===== config.mk =====
export PLATFORM = sky130hd
export DESIGN_NAME = if_id_pipe
export DESIGN_NICKNAME = d
export VERILOG_FILES = /design/src/rtl/if_id_pipe_pkg.sv /design/src/rtl/if_id_pipe_sat_counter.sv /design/src/rtl/if_id_pipe.sv
export SDC_FILE = /design/constraint.sdc
export NUM_CORES = 1
export LEC_CHECK = 0
export ABC_CLOCK_PERIOD_IN_PS = 2250
export BUFFER_PORTS_ARGS = -buffer_cell sky130_fd_sc_hd__buf_2
export CAP_MARGIN = 15
export CORE_ASPECT_RATIO = 0.5
export CORE_MARGIN = 1.5
export CORE_UTILIZATION = 30
export DETAILED_ROUTE_END_ITERATION = 6
export GPL_ROUTABILITY_DRIVEN = 0
export GPL_TIMING_DRIVEN = 0
export PLACE_DENSITY = 0.49
export SLEW_MARGIN = 20
export SYNTH_ARGS = -nofsm -noshare
export SYNTH_HDL_FRONTEND = slang
export SYNTH_SLANG_ARGS = --single-unit
export TNS_END_PERCENT = 100

===== constraint.sdc =====
create_clock -name clk -period 2.25 [get_ports clk]
set_input_delay 0.1125 -clock clk [delete_from_list [all_inputs] [get_ports clk]]
set_output_delay 0.1125 -clock clk [all_outputs]
set_load 0.005 [all_outputs]

===== src/rtl/if_id_pipe_pkg.sv =====
// Shared definitions for the pipeline boundary registers (IF/ID, ID/EX, EX/MEM).
// Holds the skid-buffer occupancy encoding and the bubble instruction word.
package if_id_pipe_pkg;

    typedef enum logic [1:0] {
        OCC_EMPTY = 2'd0,
        OCC_ONE   = 2'd1,
        OCC_TWO   = 2'd2
    } occ_state_t;

    // Canonical RISC-style NOP encoding presented to decode while the stage holds a bubble
    localparam logic [31:0] PIPE_NOP_WORD = 32'h0000_0000;

endpackage


===== src/rtl/if_id_pipe_sat_counter.sv =====
// Parameterised saturating up-counter with synchronous reset, for performance counters.
module sat_counter #(
    parameter int W = 16
) (
    input  logic         clk,
    input  logic         reset,
    input  logic         inc,
    output logic [W-1:0] count
);

    logic [W-1:0] r_count;

    // Holds at all-ones instead of wrapping so long stalls read as "at least max"
    always_ff @(posedge clk) begin
        if (reset) begin
            r_count <= '0;
        end else if (inc && (r_count != '1)) begin
            r_count <= r_count + 1'b1;
        end
    end

    assign count = r_count;

endmodule


===== src/rtl/if_id_pipe.sv =====
// IF/ID boundary: two-entry skid buffer between fetch and decode with flush
// and a saturating stall counter. inReady is registered to cut the ready path.
module if_id_pipe
    import if_id_pipe_pkg::*;
#(
    parameter int                 DATA_W   = 32,
    parameter logic [DATA_W-1:0]  NOP_WORD = DATA_W'(PIPE_NOP_WORD),
    parameter int                 CNT_W    = 16
) (
    input  logic              clk,
    input  logic              reset,
    input  logic [DATA_W-1:0] inInstruction,
    input  logic [DATA_W-1:0] inPostPc,
    input  logic              inValid,
    output logic              inReady,
    input  logic              flush,
    output logic [DATA_W-1:0] outInstruction,
    output logic [DATA_W-1:0] outPostPc,
    output logic              outValid,
    input  logic              outReady,
    output logic [CNT_W-1:0]  stallCount
);

    occ_state_t        r_state;
    logic              r_inReady;
    logic [DATA_W-1:0] r_headInstr;
    logic [DATA_W-1:0] r_headPc;
    logic [DATA_W-1:0] r_skidInstr;
    logic [DATA_W-1:0] r_skidPc;

    logic w_push;
    logic w_pop;
    logic w_outValid;
    logic w_stall;

    assign w_outValid = (r_state != OCC_EMPTY);
    assign w_push     = inValid & r_inReady;
    assign w_pop      = w_outValid & outReady;
    assign w_stall    = w_outValid & ~outReady;

    // r_inReady tracks (next state != TWO) so it is ready the same cycle the state lands
    always_ff @(posedge clk) begin
        if (reset) begin
            r_state     <= OCC_EMPTY;
            r_inReady   <= 1'b1;
            r_headInstr <= '0;
            r_headPc    <= '0;
            r_skidInstr <= '0;
            r_skidPc    <= '0;
        end else if (flush) begin
            r_state   <= OCC_EMPTY;
            r_inReady <= 1'b1;
        end else begin
            case (r_state)
                OCC_EMPTY: begin
                    if (w_push) begin
                        r_headInstr <= inInstruction;
                        r_headPc    <= inPostPc;
                        r_state     <= OCC_ONE;
                    end
                end
                OCC_ONE: begin
                    if (w_push && !w_pop) begin
                        r_skidInstr <= inInstruction;
                        r_skidPc    <= inPostPc;
                        r_state     <= OCC_TWO;
                        r_inReady   <= 1'b0;
                    end else if (w_push && w_pop) begin
                        r_headInstr <= inInstruction;
                        r_headPc    <= inPostPc;
                    end else if (w_pop) begin
                        r_state <= OCC_EMPTY;
                    end
                end
                OCC_TWO: begin
                    if (w_pop) begin
                        r_headInstr <= r_skidInstr;
                        r_headPc    <= r_skidPc;
                        r_state     <= OCC_ONE;
                        r_inReady   <= 1'b1;
                    end
                end
                default: begin
                    r_state   <= OCC_EMPTY;
                    r_inReady <= 1'b1;
                end
            endcase
        end
    end

    sat_counter #(
        .W(CNT_W)
    ) u_stallCounter (
        .clk  (clk),
        .reset(reset),
        .inc  (w_stall),
        .count(stallCount)
    );

    assign inReady        = r_inReady;
    assign outValid       = w_outValid;
    assign outInstruction = w_outValid ? r_headInstr : NOP_WORD;
    assign outPostPc      = w_outValid ? r_headPc : '0;

endmodule


==> Yosys cells after proc, flatten, opt, wreduce, memory -nomap -nowiden <==
Cells that the tools add are included.
W data, S select, Z words.
{ "op_classes": {"n_addsub": 1, "n_eq_ne": 10, "muxes": 21, "n_bitwise": 6, "reduce_logical": 12} }
{ "ops": {"columns": ["operator", "n"], "rows": [
  ["$mux W32", 10],
  ["$pmux W32 S3", 2],
  ["$add A16 B1 Y16 const B", 1],
  ["$ne A16 B16 Y1 const B", 1],
  ["$mux W2", 5],
  ["$ne A2 B2 Y1 const B", 5],
  ["$ne A3 B3 Y1 const B", 2],
  ["$pmux W2 S3", 1],
  ["$reduce_and A3 Y1", 2],
  ["$reduce_and A6 Y1", 1],
  ["$reduce_and A4 Y1", 1],
  ["$and A1 B1 Y1", 3],
  ["$logic_and A1 B1 Y1", 3],
  ["$not A1 Y1", 3],
  ["$pmux W1 S3", 1],
  ["$reduce_bool A3 Y1", 1],
  ["$eq A2 B1 Y1 const B", 1],
  ["$eq A2 B2 Y1 const B", 1],
  ["$logic_not A2 Y1", 1],
  ["$mux W1", 2],
  ["$reduce_bool A2 Y1", 1],
  ["$reduce_or A2 Y1", 1],
  ["$logic_not A1 Y1", 1]
]} }
{ "word_totals": {"reg_bits": 147, "in_bits": 69, "output_inout_bits": 82, "wordCells": 57} }

==> Logic depth before layout (Yosys ltp) <==
{ "depth": {"word_depth": 6, "mapped_depth": 7, "depth_no_buf": 5} }

==> By module <==
From an unflattened synthesis, not the netlist that was laid out.
{ "unflattened": {"cells_unflattened": 755, "area_unflattened_um2": 6448.7} }
{ "by_module_without_submodules": {"columns": ["module", "n_inst", "cells_per_inst", "area_per_inst_um2", "seq_area_each_um2"], "rows": [
  ["if_id_pipe", 1, 656, 5600.4, 2622.5],
  ["sat_counter", 1, 99, 848.3, 320.3]
]} }

==> Least setup slack after synthesis <==
Ideal clock, no wire load.
{ "synth_path": {"path_type": "register -> register", "from": "reg u_stallCounter.r_count[0] (netlist: u_stallCounter.count[0])", "to": "reg u_stallCounter.r_count[1] (netlist: u_stallCounter.count[1])", "setup_ns": 0.115, "t_arrival_ns": 1.712, "t_required_ns": 2.135, "path_slack_ns": 0.423, "stages_incl_launch_ff": 7, "path_buffers": 1, "period_less_slack_ns": 1.827, "cell_sequence": "dfxtp_1 -> ha_1 -> nand3_1 -> nor4_1 -> buf_2 -> nor3b_1 -> o21a_1"} }
{ "synth_between": {"elab_chain_cells": 2, "word_cells_on_any_way": 3, "classes_between": "1 x add/sub; 1 x eq/ne; 1 x reduce/logical"} }
{ "synth_lines": {"columns": ["element", "line_no", "text"], "rows": [
  ["start: declaration", "if_id_pipe_sat_counter.sv:11", "logic [W-1:0] r_count;"],
  ["start signal: assignment", "if_id_pipe_sat_counter.sv:18", "r_count <= r_count + 1'b1;"],
  ["parallel branches: the longest is 2 deep, another holds $add A16 B1 Y16", null, null]
]} }
Several ways; the timed one is not identified.
A chain may end at the register's enable or synchronous reset.

==> Worst setup path in the final report <==
{ "layout_path": {"from": "reg r_state[0]", "to": "reg r_skidPc[22]"} }
{ "layout_between": {"elab_chain_cells": 5, "word_cells_on_any_way": 6, "classes_between": "1 x eq/ne; 1 x bitwise; 4 x reduce/logical"} }
{ "layout_lines": {"columns": ["element", "line_no", "text"], "rows": [
  ["start: declaration", "if_id_pipe.sv:24", "occ_state_t r_state;"],
  ["start signal: assignment", "if_id_pipe.sv:44", "r_state <= OCC_EMPTY;"],
  ["start signal: assignment", "if_id_pipe.sv:51", "r_state <= OCC_EMPTY;"],
  ["start signal: assignment", "if_id_pipe.sv:59", "r_state <= OCC_ONE;"],
  ["$reduce_bool A2 Y1", "if_id_pipe.sv:36", "assign w_outValid = (r_state != OCC_EMPTY);"],
  ["$and A1 B1 Y1", "if_id_pipe.sv:38", "assign w_pop = w_outValid & outReady;"],
  ["$logic_not A1 Y1", "if_id_pipe.sv:63", "if (w_push && !w_pop) begin"],
  ["$logic_and A1 B1 Y1", "if_id_pipe.sv:63", null],
  ["$reduce_and A3 Y1 (no source line) (*)", null, null],
  ["end signal: assignment", "if_id_pipe.sv:65", "r_skidPc <= inPostPc;"],
  ["end: declaration", "if_id_pipe.sv:29", "logic [DATA_W-1:0] r_skidPc;"]
]} }
Mark *: on every way between the ends. The rest lies on a longest branch, timed or not.

==> impl_metrics.csv <==
group,metric,value,unit
worst_setup_path,critPathRequiredTime,2.54,ns
timing,drv_slew,0,
drt,drt_wl_total,21300,um
floorplanning,die_area,23000,sq um
power,p_per_area,706,nW/um^2
timing,finalSetupViolCount,0,
floorplanning,fp.coreArea,21600,sq um
drt,postRouteAntennaNets,0,
placed_design,port_buffers,150,
worst_setup_path,rrSetupSlack,0.09,ns
layout,multiInputGateArea,3370,sq um
synthesis,post-synth-top-area-fraction,0.445,
synthesis,ys_seq_area_frac,0.445,
floorplanning,die_w,213,um
synthesis,synth_cell_type_count,40,
clock_tree,htreeDepth,4,
worst_setup_path,cp.arrival,2.45,ns
synthesis,synth_nets,836,
timing,min_period,2.16,ns
clock_tree,cts_buffers,17,
layout,layout_commonest_cell,"buf_2",
synthesis,syn_area,6610,sq um
layout,fin_area,9070,sq um
global_routing,antenna_found_initial,0,
clock_tree,postCtsSetupRepairBufs,0,
layout,syn_to_final_growth,37.2,%
clock_tree,clock_path_buffers,2,
layout,layout_common_cells,"buf_2 (172), dfxtp_1 (147), a21oi_1 (141), nand2_1 (133), dlygate4sd3_1 (67)",
drt,vias,6424,
worst_setup_path,crit_chain,"buf_2 > nand2b_1 > or4_1 > clkbuf_1 > buf_1 > nand2_1 > a21oi_1",
synthesis,synth_area_leaders,"dfxtp_1 (45%), a21oi_1 (11%), mux2i_1 (9.7%)",
clock_tree,cts-root-buf,"clkbuf_16",
drt,viasPerCell,4.89,
global_routing,grt_usage,0.185,
clock_tree,clk_latency,0.42,ns
layout,num_antenna_cells,0,
layout,fin_util,0.419,
worst_setup_path,crit_family,"buffers and inverters",
outcome,run_status,"finished, final reports clean",
layout,regArea,2940,sq um
timing,grt_setup_unrepaired,"true",
clock_tree,cts_tree,"yes",
timing,max_freq,0.463,GHz
run,maxCapViolations,0,
synthesis,synth_edf_count,0,
synthesis,async_reset_ff_frac,0,
drt,drc,0,
synthesis,synth_area_leader_cell,"dfxtp_1",
worst_setup_path,cp-end-kind,"flop",
floorplanning,rows,38,
worst_setup_path,startpoint_type,"flop",
worst_setup_path,path_buf_inv,3,
global_routing,grt_pass1_vias,6085,
hold_path,hold_class,"in -> reg",
synthesis,syn_inst,766,
timing,finalHoldWorstSlack,0.0668,ns
global_routing,grt_max_degree,17,
floorplanning,initial_core_util,0.305,
drt,drtIter0Drc,259,
drt,wl_per_cell,16.2,um
timing,period_share,0.959,
layout,fillCellCount,2273,
clock_tree,cts.sinks,147,
drt,first_pass_iters,4,
worst_setup_path,setup.worst_path.class,"reg -> reg",
floorplanning,ios,151,
global_routing,overflow,0,
layout,fin_nets,1071,
synthesis,ys.flop_type,"dfxtp_1",
timing,slew_headroom,0.421,
timing,finClkSkew,0.00840,ns
power,peakVddDrop,0.462,mV
synthesis,yosysWarnings,0,
worst_setup_path,critPathMaxFanout,10,
placed_design,hpwl,14800,um
timing,hold_viol_final,0,
power,finalPower,6.41,mW
synthesis,ys_seq_elements,147,
worst_setup_path,max_stage_delay,0.49,ns
synthesis,post_synth.cell_area_avg,8.62,sq um
timing,worst_pin_slew,0.868,ns
clock_tree,clkTransAtPathRegs,0.06,ns
layout,drive_gt1_frac,0.222,
placed_design,dpl_cell_area,7740,sq um
global_routing,grt_pass1_wl,32900,um
power,p_leak,3.96,nW
worst_setup_path,cpMaxStageDelayCell,"or4_1",
floorplanning,die_height,108,um
## synth_stat cells, types with 7 or more instances
cell,count
a21oi_1,141
buf_2,23
nand2_1,133
a311oi_1,64
and2_1,64
dfxtp_1,147
or4_1,8
clkbuf_1,48
nand4_1,7
mux2i_1,64
o21ai_0,7
## where the power goes
group / internal (mW) / total (mW) / switching (mW)
sequential: 2.70 / 2.74 / 0.0451
clock: 1.89 / 3.03 / 1.14
combinational: 0.283 / 0.634 / 0.352
## through the flow
step / setup slack [ns] / TNS [ns] / cells
global route: -0.0561 / -1.37 / 1314
floorplan: 0.423 / 0 / 766
detailed placement: 0.00282 / 0 / 1216
CTS: 0.0252 / 0 / 1314
global placement: -0.140 / -7.23 / 1216
finish: 0.0916 / 0 / 1314
## state kept, by name (all words and copies together), names as in the netlist
| name | count |
|---|---|
| inReady | 1 |
| r_headInstr | 32 |
| r_headPc | 32 |
| r_skidInstr | 32 |
| r_skidPc | 32 |
| r_state | 2 |
| u_stallCounter.count | 16 |
## cell type report
type / count / area share
clock inverter: 9 / 0.0138
inverter: 3 / 0.00124
buffer: 73 / 0.0351
timing repair buffer: 217 / 0.157
multi-input combinational: 542 / 0.372
tap: 300 / 0.0414
clock buffer: 23 / 0.0549
sequential: 147 / 0.325
## repair_timing
| item | in CTS | in global routing |
|---|---|---|
| endpoints found under the setup margin | 51 | 106 |
| resized for setup | 2 | 21 |
| hold buffers | 67 | 0 |
| hold endpoints to repair | 66 | 0 |
## tightest hold or removal path, stage by stage
cell and delay [ns]:
buf_2 0.10, nor2b_1 0.10, mux2_2 0.14
## metal layers
metal,share of wire,global-route usage
met5,0,0
met3,0.033,0.0349
met1,0.49,0.250
met2,0.47,0.304
met4,0.0092,0.0481
## cells by family after synthesis
family,synth area share
AOI/OAI and AO/OA,0.220
xor gates and xnor gates,0.00133
adders and majority gates,0.00189
buffers and inverters,0.0481
DFF,0.445
muxes,0.0987
and+or+nand+nor,0.185
## path summary, 6_finish.rpt
path | start | end | depth (start not counted)
max | r_state[0]$_SDFFE_PP0P_ | r_skidPc[22]$_SDFFE_PP0P_ | 7
max reg2reg | r_state[0]$_SDFFE_PP0P_ | r_skidPc[22]$_SDFFE_PP0P_ | 7
min reg2reg | r_skidPc[16]$_SDFFE_PP0P_ | r_skidPc[16]$_SDFFE_PP0P_ | 2
min | reset | u_stallCounter.count[14]$_SDFFE_PP0P_ | 3
No activity file was read; power rests on OpenSTA's default activity.
